==> src/rtl/plru_state_array_if.sv <==
// Lookup/touch bus between a cache controller (master) and the PLRU state array (slave).
interface plru_state_array_if #(
  parameter int s_way   = 2,
  parameter int s_index = 3
);
  localparam int num_ways = 2**s_way;

  logic                  ready;
  logic                  rd_valid;
  logic [s_index-1:0]    rd_index;
  logic                  victim_valid;
  logic [num_ways-1:0]   victim_way;
  logic [num_ways-2:0]   victim_lru;
  logic                  upd_valid;
  logic [s_index-1:0]    upd_index;
  logic [num_ways-1:0]   upd_way;

  modport master (
    input  ready, victim_valid, victim_way, victim_lru,
    output rd_valid, rd_index, upd_valid, upd_index, upd_way
  );

  modport slave (
    output ready, victim_valid, victim_way, victim_lru,
    input  rd_valid, rd_index, upd_valid, upd_index, upd_way
  );
endinterface

==> src/rtl/plru_state_array.sv <==
// Per-set tree pseudo-LRU storage: registered victim lookup, touch update, zeroing sweep after reset.
// Optional PLRU_BYPASS_EN: a same-edge lookup of the set being touched sees the post-update tree.
module plru_state_array #(
  parameter int s_way   = 2,
  parameter int s_index = 3
) (
  input  logic clk,
  input  logic rst,
  plru_state_array_if.slave bus
);
  localparam int num_ways = 2**s_way;
  localparam int num_sets = 2**s_index;

  typedef logic [num_ways-2:0] tree_t;
  typedef logic [num_ways-1:0] way_t;
  typedef logic [s_index-1:0]  index_t;
  typedef enum logic { INIT, READY } state_e;

  // Lowest set bit of a way vector, as a way number.
  function automatic int lowest_way(way_t w);
    way_t sh;
    int   r;
    r = 0;
    for (int i = num_ways-1; i >= 0; i--) begin
      sh = w >> i;
      if (sh[0]) r = i;
    end
    return r;
  endfunction

  // Point every node on way w's path away from it.
  function automatic tree_t touch(tree_t t, int w);
    tree_t r;
    int    idx;
    r = t;
    for (int i = 0; i < s_way; i++) begin
      idx = (1 << i) - 1 + (w >> (s_way - i));
      if (((w >> (s_way-1-i)) & 1) == 0) r = r | (tree_t'(1) << idx);
      else                               r = r & ~(tree_t'(1) << idx);
    end
    return r;
  endfunction

  function automatic way_t victim_of(tree_t t);
    tree_t sh;
    int    node;
    node = 0;
    for (int i = 0; i < s_way; i++) begin
      sh   = t >> ((1 << i) - 1 + node);
      node = 2*node + (sh[0] ? 1 : 0);
    end
    return way_t'(1) << node;
  endfunction

  tree_t  mem_q [num_sets];
  state_e state_q, state_d;
  index_t cnt_q, cnt_d;
  logic   ready_q, ready_d;
  logic   victim_valid_q, victim_valid_d;
  way_t   victim_way_q, victim_way_d;
  tree_t  victim_lru_q, victim_lru_d;

  logic   rd_en, upd_en, wr_en;
  index_t wr_idx;
  tree_t  wr_data, upd_tree, rd_tree;

  always_comb begin
    state_d = state_q;
    cnt_d   = cnt_q;
    if (state_q == INIT) begin
      cnt_d = cnt_q + 1'b1;
      if (cnt_q == index_t'(num_sets-1)) state_d = READY;
    end
    ready_d = (state_d == READY);

    rd_en    = bus.rd_valid && (state_q == READY);
    upd_en   = bus.upd_valid && (state_q == READY) && (|bus.upd_way);
    upd_tree = touch(mem_q[bus.upd_index], lowest_way(bus.upd_way));

    // The sweep owns the single write port while initialising.
    wr_en   = (state_q == INIT) || upd_en;
    wr_idx  = (state_q == INIT) ? cnt_q : bus.upd_index;
    wr_data = (state_q == INIT) ? '0 : upd_tree;

    rd_tree = mem_q[bus.rd_index];
`ifdef PLRU_BYPASS_EN
    if (upd_en && (bus.upd_index == bus.rd_index)) rd_tree = upd_tree;
`endif

    victim_valid_d = rd_en;
    victim_lru_d   = rd_en ? rd_tree : victim_lru_q;
    victim_way_d   = rd_en ? victim_of(rd_tree) : victim_way_q;
  end

  always_ff @(posedge clk or posedge rst) begin
    if (rst) begin
      state_q        <= INIT;
      cnt_q          <= '0;
      ready_q        <= 1'b0;
      victim_valid_q <= 1'b0;
      victim_way_q   <= '0;
      victim_lru_q   <= '0;
    end else begin
      state_q        <= state_d;
      cnt_q          <= cnt_d;
      ready_q        <= ready_d;
      victim_valid_q <= victim_valid_d;
      victim_way_q   <= victim_way_d;
      victim_lru_q   <= victim_lru_d;
    end
  end

  always_ff @(posedge clk) begin
    if (wr_en) mem_q[wr_idx] <= wr_data;
  end

  assign bus.ready        = ready_q;
  assign bus.victim_valid = victim_valid_q;
  assign bus.victim_way   = victim_way_q;
  assign bus.victim_lru   = victim_lru_q;
endmodule

==> src/flat_wrapper.sv <==
// flat-port wrapper written by rule: the top's interface ports become plain ports
module plru_state_array_flat 
#(
  parameter int s_way   = 2,
  parameter int s_index = 3
)
  (clk, rst, bus_ready, bus_victim_valid, bus_victim_way, bus_victim_lru, bus_rd_valid, bus_rd_index, bus_upd_valid, bus_upd_index, bus_upd_way);
  plru_state_array_if #(.s_way(s_way), .s_index(s_index)) bus_i ();
  input  logic clk;
  input  logic rst;
  output wire logic [$bits(bus_i.ready)-1:0] bus_ready;
  output wire logic [$bits(bus_i.victim_valid)-1:0] bus_victim_valid;
  output wire logic [$bits(bus_i.victim_way)-1:0] bus_victim_way;
  output wire logic [$bits(bus_i.victim_lru)-1:0] bus_victim_lru;
  input wire logic [$bits(bus_i.rd_valid)-1:0] bus_rd_valid;
  input wire logic [$bits(bus_i.rd_index)-1:0] bus_rd_index;
  input wire logic [$bits(bus_i.upd_valid)-1:0] bus_upd_valid;
  input wire logic [$bits(bus_i.upd_index)-1:0] bus_upd_index;
  input wire logic [$bits(bus_i.upd_way)-1:0] bus_upd_way;
  assign bus_ready = bus_i.ready;
  assign bus_victim_valid = bus_i.victim_valid;
  assign bus_victim_way = bus_i.victim_way;
  assign bus_victim_lru = bus_i.victim_lru;
  assign bus_i.rd_valid = bus_rd_valid;
  assign bus_i.rd_index = bus_rd_index;
  assign bus_i.upd_valid = bus_upd_valid;
  assign bus_i.upd_index = bus_upd_index;
  assign bus_i.upd_way = bus_upd_way;
  plru_state_array #(.s_way(s_way), .s_index(s_index)) u_core (.clk(clk), .rst(rst), .bus(bus_i));
endmodule
==> config.mk <==
export PLATFORM = sky130hd
export DESIGN_NAME = plru_state_array_flat
export DESIGN_NICKNAME = d
export VERILOG_FILES = /design/src/rtl/plru_state_array_if.sv /design/src/rtl/plru_state_array.sv /design/src/flat_wrapper.sv
export SDC_FILE = /design/constraint.sdc
export NUM_CORES = 1
export LEC_CHECK = 0
export BUFFER_PORTS_ARGS = -buffer_cell sky130_fd_sc_hd__buf_4
export CAP_MARGIN = 5
export CELL_PAD_IN_SITES_DETAIL_PLACEMENT = 1
export CELL_PAD_IN_SITES_GLOBAL_PLACEMENT = 2
export CORE_ASPECT_RATIO = 0.7
export CORE_MARGIN = 10
export CORE_UTILIZATION = 30
export DETAILED_ROUTE_END_ITERATION = 16
export GPL_TIMING_DRIVEN = 0
export PLACE_DENSITY = 0.63
export SLEW_MARGIN = 25
export SYNTH_ARGS = -nofsm -noshare
export SYNTH_HDL_FRONTEND = slang
export SYNTH_SLANG_ARGS = --single-unit
==> constraint.sdc <==
create_clock -name clk -period 4.2 [get_ports clk]
set_clock_uncertainty 0.15 [all_clocks]
set_input_delay 0.42 -clock clk [delete_from_list [all_inputs] [get_ports clk]]
set_output_delay 0.42 -clock clk [all_outputs]
set_load 0.02 [all_outputs]
==> flow_summary.toml, run 1 <==
[status]
status = "complete, but fails checks"
violations = "negative hold slack"

[timing]
clock.fmax_ghz = 0.476
finalHoldViolations = 12
max-slew-margin-rel = 0.572
tightest_slew_ns = 0.641
hold-worst-slack_ns = -0.0154
rsz0062_at_grt = "false"
fin_crit_sh = 0.500
setup_viol = 0
slew_viol_final = 0
setup_tns_ns = 0
period_needed_ns = 2.10

[worst_setup_path]
startpoint = "u_core.bus.ready"
max_stage_delay_ns = 0.43
critPathMaxFanout = 10
required_ns = 4.00
cp-start-kind = "flip-flop"
critical_path_buf_inv_count = 2
critPathArrivalTime_ns = 1.90
crit_type = "flip-flop to flip-flop"
crit_path_top_delay_cell = "clkbuf_1"
reg2reg_from = "u_core.bus.ready"
path_delay_family = "buffers and inverters"
crit_chain = "clkbuf_1 -> clkbuf_1 -> a31oi_1 -> nor2_1"
end_kind = "flip-flop"
crit_top_cell = "clkbuf_1"

[synth]
synth_top_flop_cell = "edfxtp_1"
synth_area_per_cell_um2 = 14.5
synth_top_family_by_area = "multiplexers"
ys_types = 30
synthXorXnorAreaFrac = 0.00524
synth_fa_ha_area_frac = 0.0150
synth_most_common_cell = "edfxtp_1"
synth_commonest_cells = "24 x edfxtp_1, 17 x nand2_1, 14 x nor2_1"
synthTopCellsByArea = "edfxtp_1 43%, dfrtp_1 18%, mux4_1 7.9%"
yosysTopAreaCell = "edfxtp_1"
synth_compound_area_frac = 0.0584
synth.net_count = 131
ys_ff_latch = 36
synth_area_mm2 = 0.00167
ys_seq_area_frac = 0.611
synth-simple-area-share = 0.0959
syn_inst = 115
synth_top_area_frac = 0.431
ys_async_sr_fraction = 0.333
ys_warn_count = 0
synth-edff-count = 24
synthMuxAreaShare = 0.192

[detailed_routing]
drt_iter0_drc = 37
vias = 1042
drt-vias-per-instance = 4.85
routedWlPerCell_um = 17.9
finalWirelength_mm = 3.86
drc = 0
drt-pass1-iter-count = 4
ant_nets = 0

[finish]
drive_above_1_share = 0.273
area_growth_pct = 19.6
final_cells = 215
antenna_cells = 0
fin_util = 0.376
fin_nets = 158
stdcell_area_mm2 = 0.00200

[cts]
cts_hold_buf = 0
clk_latency_ns = 0.29
cts_tree = "yes"
htree_levels = 2
clkSinkCount = 36
post_cts_resized = 0
clkTransAtPathRegs_ns = 0.08
post-cts-setup-buffers = 0
cts_buffer_depth = 2
cts_root_buf = "clkbuf_8"
numCtsBuffers = 5

[power_and_ir_drop]
p_leak_uw = 0.000767
power_density_mw_per_mm2 = 367
irDropWorstVdd_uv = 120

[die]
die_x_um = 109
die_area_mm2 = 0.00900
io_pins = 23
placementRows = 22
core_mm2 = 0.00531
die_h_um = 82.4
start_util = 0.314

[grt]
grt-ovfl-total = 0
grt_max_degree = 13
grt_pass1_vias = 1099
antenna_found_initial = 0
grt_pass1_wl_mm = 5.98
grt.total_usage = 0.0904

[run]
maxCapViolations = 0

[place]
dp_hpwl_mm = 3.03
post-place-cells = 207
place_congestion = 0.763
portBuffers = 20
placed_area_mm2 = 0.00191

[min_path]
min_path_type = "input port to async pin"
sequential cells by signal, indices dropped and copies added, names as in the netlist:
name,count
u_core.bus.ready,1
u_core.bus.victim_lru,3
u_core.bus.victim_valid,1
u_core.bus.victim_way,4
u_core.cnt_q,3
u_core.mem_q,24
final cells by class:
cell class	count	area, µm²
Inverter	4	15.0
Multi-Input combinational cell	71	612
Tap cell	72	90.1
Clock buffer	5	68.8
Fill cell	572	3320
Sequential cell	36	1020
Buffer	4	22.5
Timing Repair Buffer	20	150
Clock inverter	3	17.5
worst register-to-register path, cell delays in order, from the launching register on:
cell and delay (ns):
dfrtp_1 0.34, clkbuf_1 0.32, clkbuf_1 0.43, a31oi_1 0.18
nor2_1 0.34
through the flow:
step | power, µW | setup WS (ns)
floorplan | 455 | 2.29
global placement | 491 | 2.05
detailed placement | 495 | 1.90
CTS | 742 | 1.89
global route | 765 | 1.96
finish | 733 | 2.10
where the power goes:
part | leakage (µW) | switching, µW | internal [µW] | total (µW)
Clock | 0.0000460 | 133 | 116 | 248
Sequential | 0.000351 | 5.31 | 393 | 398
Combinational | 0.000370 | 47.8 | 38.5 | 86.3
cell families after synthesis:
| kind of cell | Yosys count |
|---|---|
| muxes | 16 |
| DFF | 36 |
| buffers and inverters | 8 |
| AOI/OAI and AO/OA | 14 |
| adders and majority gates | 2 |
| xor gates and xnor gates | 1 |
| and+or+nand+nor | 38 |
cell usage in the layout, fill, tap and decap left out, types with 2 or more instances in the layout:
cell type,synthesis,final
a21oi_1,2,2
a31oi_1,3,3
buf_4,0,20
clkbuf_1,3,3
clkbuf_8,0,5
clkinv_1,1,2
dfrtp_1,12,12
edfxtp_1,24,24
ha_1,2,2
inv_1,3,3
mux2_2,3,3
mux2i_1,2,2
mux4_1,5,5
mux4_2,5,5
nand2_1,17,17
nor2_1,14,14
o21a_1,3,3
o21ai_1,2,2
layer usage:
metal	global-route usage	vias to the layer above	wire length, µm
met5	0	-	0
met4	0.0389	0	56
met3	0.0371	5	277
met2	0.146	25	1800
met1	0.105	529	1720
li1	-	483	-
path summary, 6_finish.rpt:
path                                            end  slack, ns  cells after the start
max                              u_core.mem_q[3][0]       2.10                      4
min                                 u_core.cnt_q[2]      -0.02                      2
max reg2reg                      u_core.mem_q[3][0]       2.10                      4
min reg2reg                u_core.bus.victim_way[1]       0.32                      2
max in group asynchronous  u_core.bus.victim_way[3]       3.60                      2
min in group clk           u_core.bus.victim_way[1]       0.32                      2
No activity file was read; power rests on OpenSTA's default activity.
==> run 2: changes to the inputs <==
--- a/config.mk
+++ b/config.mk
@@ -14,7 +14,7 @@
 export CORE_UTILIZATION = 30
 export DETAILED_ROUTE_END_ITERATION = 16
 export GPL_TIMING_DRIVEN = 0
-export PLACE_DENSITY = 0.63
+export PLACE_DENSITY = 0.65
 export SLEW_MARGIN = 25
 export SYNTH_ARGS = -nofsm -noshare
 export SYNTH_HDL_FRONTEND = slang
==> constraint.sdc (replaced) <==
create_clock -name clk -period 1.7 [get_ports clk]
set_clock_uncertainty 0.15 [all_clocks]
set_input_delay 0.17 -clock clk [delete_from_list [all_inputs] [get_ports clk]]
set_output_delay 0.17 -clock clk [all_outputs]
set_load 0.02 [all_outputs]
==> run 2 against run 1 <==
Effect of this change:
- the run ends with negative setup slack left
- core utilization grew 3.3 points
- critical path depth is the same
- setup slack lost 2.2 ns
- combinational power grew to 2.8 times the previous value
- first-iteration DRC count grew 32%
- global-route usage grew 0.28 points
- sequential cell count is the same
- sequential share of layout area shrank 4.1 points
- worst hold slack gained 0.13 ns
- design area grew 8.8%
- fmax grew 19%
- wire length shrank 0.62%
==> flow_summary.toml, run 2 (synthesis results as in run 1) <==
[timing]
tightest_slew_ns = 0.466
setup_viol = 16
hold-worst-slack_ns = 0.111
fin_ws_ns = -0.0685
max-slew-margin-rel = 0.689
slew_viol_final = 0
clock.fmax_ghz = 0.565
rsz0062_at_grt = "true"
fin_crit_sh = 1.04
period_needed_ns = 1.77
setup_tns_ns = -0.725
finalHoldViolations = 0

[cts]
htree_levels = 2
cts_root_buf = "clkbuf_8"
clkSinkCount = 36
clk_latency_ns = 0.29
cts_buffer_depth = 2
numCtsBuffers = 5
cts_tree = "yes"
clkTransAtPathRegs_ns = 0.07

[worst_setup_path]
required_ns = 1.57
critPathArrivalTime_ns = 1.64
end_kind = "flip-flop"
cp-start-kind = "flip-flop"
crit_type = "flip-flop to flip-flop"
critPathMaxFanout = 8

[die]
die_x_um = 109
start_util = 0.314
core_mm2 = 0.00531
die_h_um = 82.4
io_pins = 23
placementRows = 22
die_area_mm2 = 0.00900

[finish]
fin_util = 0.409
antenna_cells = 0
area_growth_pct = 30.0
final_cells = 221
multi_input_area_um2 = 698
largest_reg_flops = 24
regMostFlops = "u_core.mem_q"
fin_nets = 164
stdcell_area_mm2 = 0.00217
regArea_mm2 = 0.00102
final_cell_mix = "24 x buf_4, 24 x edfxtp_1, 15 x nand2_1, 11 x dfrtp_1"
fillerInstances = 564
drive_above_1_share = 0.436

[grt]
grt.total_usage = 0.0932
grt-ovfl-total = 0
antenna_found_initial = 0
grt_max_degree = 13
grt_pass1_vias = 1164
grt_pass1_wl_mm = 6.27

[detailed_routing]
drt_iter0_drc = 49
finalWirelength_mm = 3.83
vias = 1056
ant_nets = 0
drc = 0
drt-pass1-iter-count = 4
drt-vias-per-instance = 4.78
routedWlPerCell_um = 17.3

[status]
violations = "negative setup slack"
status = "complete, but fails checks"

[power_and_ir_drop]
p_leak_uw = 0.000829
irDropWorstVdd_uv = 245
power_density_mw_per_mm2 = 909

[place]
placed_area_mm2 = 0.00195
place_congestion = 0.752
post-place-cells = 207
dp_hpwl_mm = 2.92
portBuffers = 20

[run]
maxCapViolations = 0

[min_path]
min_path_type = "input port to flip-flop"
run 2: cell types whose count changed in the layout (fill, tap and decap cells not counted), moves of 2 or more:
| cell | before | now |
|---|---|---|
| nor2_2 | 0 | 3 |
| nor2_1 | 14 | 6 |
| nor2_4 | 0 | 5 |
| nand2_2 | 1 | 3 |
| nand2_1 | 17 | 15 |
| buf_4 | 20 | 24 |
run 2: path summary, 6_finish.rpt:
path / slack (ns) / cells past startpoint / start / endpoint
hold reg to reg: 0.33 / 2 / u_core.bus.victim_way[0] / u_core.bus.victim_way[0]
setup reg to reg: -0.07 / 4 / u_core.mem_q[2][2] / u_core.mem_q[3][2]
max in group asynchronous: 0.76 / 3 / rst / u_core.bus.ready
hold / removal: 0.11 / 3 / bus_rd_index[0] / u_core.bus.victim_lru[1]
min in group asynchronous: 0.30 / 3 / rst / u_core.bus.victim_lru[0]
setup / recovery: -0.07 / 4 / u_core.mem_q[2][2] / u_core.mem_q[3][2]
run 2: timing repair:
| item | 4_1_cts | 5_1_grt |
|---|---|---|
| pin swaps | 5 | 5 |
| resized for setup | 13 | 9 |
| hold buffers | 1 | 0 |
| endpoints found under the hold margin | 12 | 0 |
| buffers inserted | 5 | 0 |
| endpoints found under the setup margin | 33 | 45 |
| gates cloned | 0 | 0 |
run 2: area by class of cell:
type / count / area share
multi-input cells: 71 / 0.321
inverters: 4 / 0.00691
well taps: 72 / 0.0415
plain buffers: 4 / 0.0173
flip-flops and latches: 36 / 0.471
clock inverters: 2 / 0.0161
repair buffers: 26 / 0.0927
clock buffers: 6 / 0.0334
run 2: stage by stage:
stage | total power [µW] | setup slack [ns]
floorplan | 1130 | 0.0324
global placement | 1220 | -0.258
detailed placement | 1230 | -0.446
CTS | 2000 | -0.0571
global route | 2060 | -0.103
finish | 1980 | -0.0685
run 2: worst max-delay path, stage by stage (launching register included):
cell	delay, ns
edfxtp_1	0.42
mux4_2	0.49
nand2_1	0.08
nand2_1	0.06
a32o_2	0.30
run 2: power breakdown:
group / total, µW / switching, µW / internal [µW]
sequential: 983 / 12.7 / 971
combinational: 242 / 132 / 110
clock: 750 / 315 / 435
run 2: routing by layer:
layer / track usage / share of wire / vias up
li1: - / - / 499
met1: 0.115 / 0.48 / 537
met2: 0.147 / 0.47 / 16
met3: 0.0325 / 0.043 / 4
met4: 0.0389 / 0.012 / 0
met5: 0 / 0 / -
==> run 3: changes to the inputs <==
--- a/config.mk
+++ b/config.mk
@@ -5,16 +5,17 @@
 export SDC_FILE = /design/constraint.sdc
 export NUM_CORES = 1
 export LEC_CHECK = 0
-export BUFFER_PORTS_ARGS = -buffer_cell sky130_fd_sc_hd__buf_4
 export CAP_MARGIN = 5
 export CELL_PAD_IN_SITES_DETAIL_PLACEMENT = 1
 export CELL_PAD_IN_SITES_GLOBAL_PLACEMENT = 2
 export CORE_ASPECT_RATIO = 0.7
 export CORE_MARGIN = 10
 export CORE_UTILIZATION = 30
+export CTS_CLUSTER_DIAMETER = 150
 export DETAILED_ROUTE_END_ITERATION = 16
+export DONT_BUFFER_PORTS = 1
 export GPL_TIMING_DRIVEN = 0
-export PLACE_DENSITY = 0.65
+export PLACE_DENSITY = 0.6
 export SLEW_MARGIN = 25
 export SYNTH_ARGS = -nofsm -noshare
 export SYNTH_HDL_FRONTEND = slang
==> constraint.sdc (replaced) <==
create_clock -name clk -period 1.5 [get_ports clk]
set_clock_uncertainty 0.15 [all_clocks]
set_input_delay 0.15 -clock clk [delete_from_list [all_inputs] [get_ports clk]]
set_output_delay 0.15 -clock clk [all_outputs]
set_load 0.02 [all_outputs]
==> run 3 against run 2 <==
Effect of this change:
- the run still ends with negative setup slack left
- core utilization is 0.35 points higher
- clock power up 14%
- via count fell by 3.9%
- fmax rose by 0.67%
- register-to-register slack got worse by 0.19 ns
- critical path type unchanged
- critical endpoint is now u_core.mem_q[1][1]
- largest power group unchanged
==> flow_summary.toml, run 3 (synthesis results as in run 1) <==
[cts]
cts_buffer_depth = 2
cts_tree = "yes"
htree_levels = 2
clkTransAtPathRegs_ns = 0.08
numCtsBuffers = 5
clkSinkCount = 36
cts_root_buf = "clkbuf_8"
clk_latency_ns = 0.29

[timing]
rsz0062_at_grt = "true"
fin_ws_ns = -0.257
clock.fmax_ghz = 0.569
tightest_slew_ns = 0.569
max-slew-margin-rel = 0.621
slew_viol_final = 0
fin_crit_sh = 1.17
period_needed_ns = 1.76
setup_viol = 47
hold-worst-slack_ns = 0.0655
finalHoldViolations = 0

[finish]
final_cell_mix = "24 x edfxtp_1, 11 x nand2_1, 11 x nor2_4, 10 x dfrtp_1, 9 x mux4_2"
drive_above_1_share = 0.500
fin_util = 0.412
final_common_cell = "edfxtp_1"
largest_reg_flops = 24
fin_nets = 149
stdcell_area_mm2 = 0.00219
antenna_cells = 0
regMostFlops = "u_core.mem_q"
final_cells = 206
area_growth_pct = 31.2

[die]
start_util = 0.314
placementRows = 22
io_pins = 23
core_mm2 = 0.00531
die_h_um = 82.4
die_area_mm2 = 0.00900
die_x_um = 109

[detailed_routing]
drt-vias-per-instance = 4.93
drt-pass1-iter-count = 6
vias = 1015
drc = 0
drt_iter0_drc = 63
routedWlPerCell_um = 19.7
ant_nets = 0
finalWirelength_mm = 4.06

[power_and_ir_drop]
power_density_mw_per_mm2 = 1010
netSwitchingPower_uw = 526
p_clk_frac = 0.386
irDropWorstVdd_uv = 332
seq_power_share = 0.517
comb_power_share = 0.098
swShare = 0.237
p_leak_uw = 0.000764
intPower_uw = 1690

[min_path]
min_path_type = "input port to flip-flop"

[worst_setup_path]
required_ns = 1.37
reg2reg_depth = 4
crit_path_top_delay_cell = "mux4_2"
reg2reg_from = "u_core.mem_q[3][1]"
critPathMaxFanout = 8
crit_type = "flip-flop to flip-flop"
endpoint = "u_core.mem_q[1][1]"
critPathArrivalTime_ns = 1.63
rrSetupSlack_ns = -0.26
startpoint = "u_core.mem_q[3][1]"
crit_chain = "mux4_2 -> nand2_2 -> a31oi_1 -> o21a_2"
path_delay_family = "multiplexers"
reg2reg_to = "u_core.mem_q[1][1]"
cp-start-kind = "flip-flop"
end_kind = "flip-flop"
max_stage_delay_ns = 0.52
critical_path_buf_inv_count = 0
critical_path_depth = 4

[place]
place_congestion = 0.783
portBuffers = 0
placed_area_mm2 = 0.00183
dp_hpwl_mm = 2.96
post-place-cells = 187

[grt]
grt_max_degree = 13
grt-ovfl-total = 0
grt_pass1_vias = 1112
grt.total_usage = 0.0993
grt_pass1_wl_mm = 6.63
antenna_found_initial = 0

[run]
maxCapViolations = 0

[status]
violations = "negative setup slack"
status = "complete, but fails checks"
==> run 3: cell type report <==
cell class | instances | area (µm²)
plain buffers | 4 | 45.0
clock buffers | 5 | 68.8
clock inverters | 3 | 42.5
fillers | 543 | 3120
inverters | 4 | 16.3
multi-input cells | 71 | 797
flip-flops and latches | 36 | 1020
well taps | 72 | 90.1
repair buffers | 11 | 108
==> run 3: timing repair <==
action,CTS,global route
gates resized for setup,30,16
pin swaps,12,9
hold buffers,4,0
endpoints found under the hold margin,18,0
buffers inserted,5,2
setup endpoints to repair,55,56
==> run 3: power groups by stage <==
stage	Sequential [µW]	Combinational, µW	Clock (µW)
global route	1150	237	929
floorplan	1160	129	0
detailed placement	1170	162	0
CTS	1150	204	868
global placement	1170	160	0
finish	1150	217	855
==> run 3: worst reg2reg max path, delay by kind of cell (launching register included) <==
family	cells	cell delay, ns
compound gates	2	0.35
flops	1	0.39
mux	1	0.52
simple gates	1	0.08
==> run 3: worst min path at each step <==
stage	start	end	slack, ns	depth (start not counted)
after CTS	bus_upd_way[0]	u_core.mem_q[3][1]	0.04	1
after detailed placement	rst	u_core.bus.victim_lru[1]	-0.06	1
after global routing	bus_upd_way[0]	u_core.mem_q[3][1]	0.07	1
after floorplan	rst	u_core.bus.victim_lru[0]	-0.14	1
after global placement	rst	u_core.bus.victim_lru[1]	-0.08	1
final	bus_upd_way[0]	u_core.mem_q[3][1]	0.07	1
==> run 3: routing by layer <==
metal / vias up / part of all wire / track usage
li1: 466 / - / -
met1: 520 / 0.48 / 0.130
met2: 23 / 0.45 / 0.148
met3: 6 / 0.057 / 0.0340
met4: 0 / 0.016 / 0.0427
met5: - / 0 / 0
==> run 3: per-stage QoR <==
stage | total power (µW) | worst slack (ns) | setup TNS, ns
after floorplan | 1290 | -0.141 | -3.80
after detailed placement | 1330 | -0.385 | -13.58
final | 2220 | -0.257 | -8.21
after global placement | 1330 | -0.394 | -12.89
after global routing | 2320 | -0.305 | -11.31
after CTS | 2220 | -0.251 | -9.25
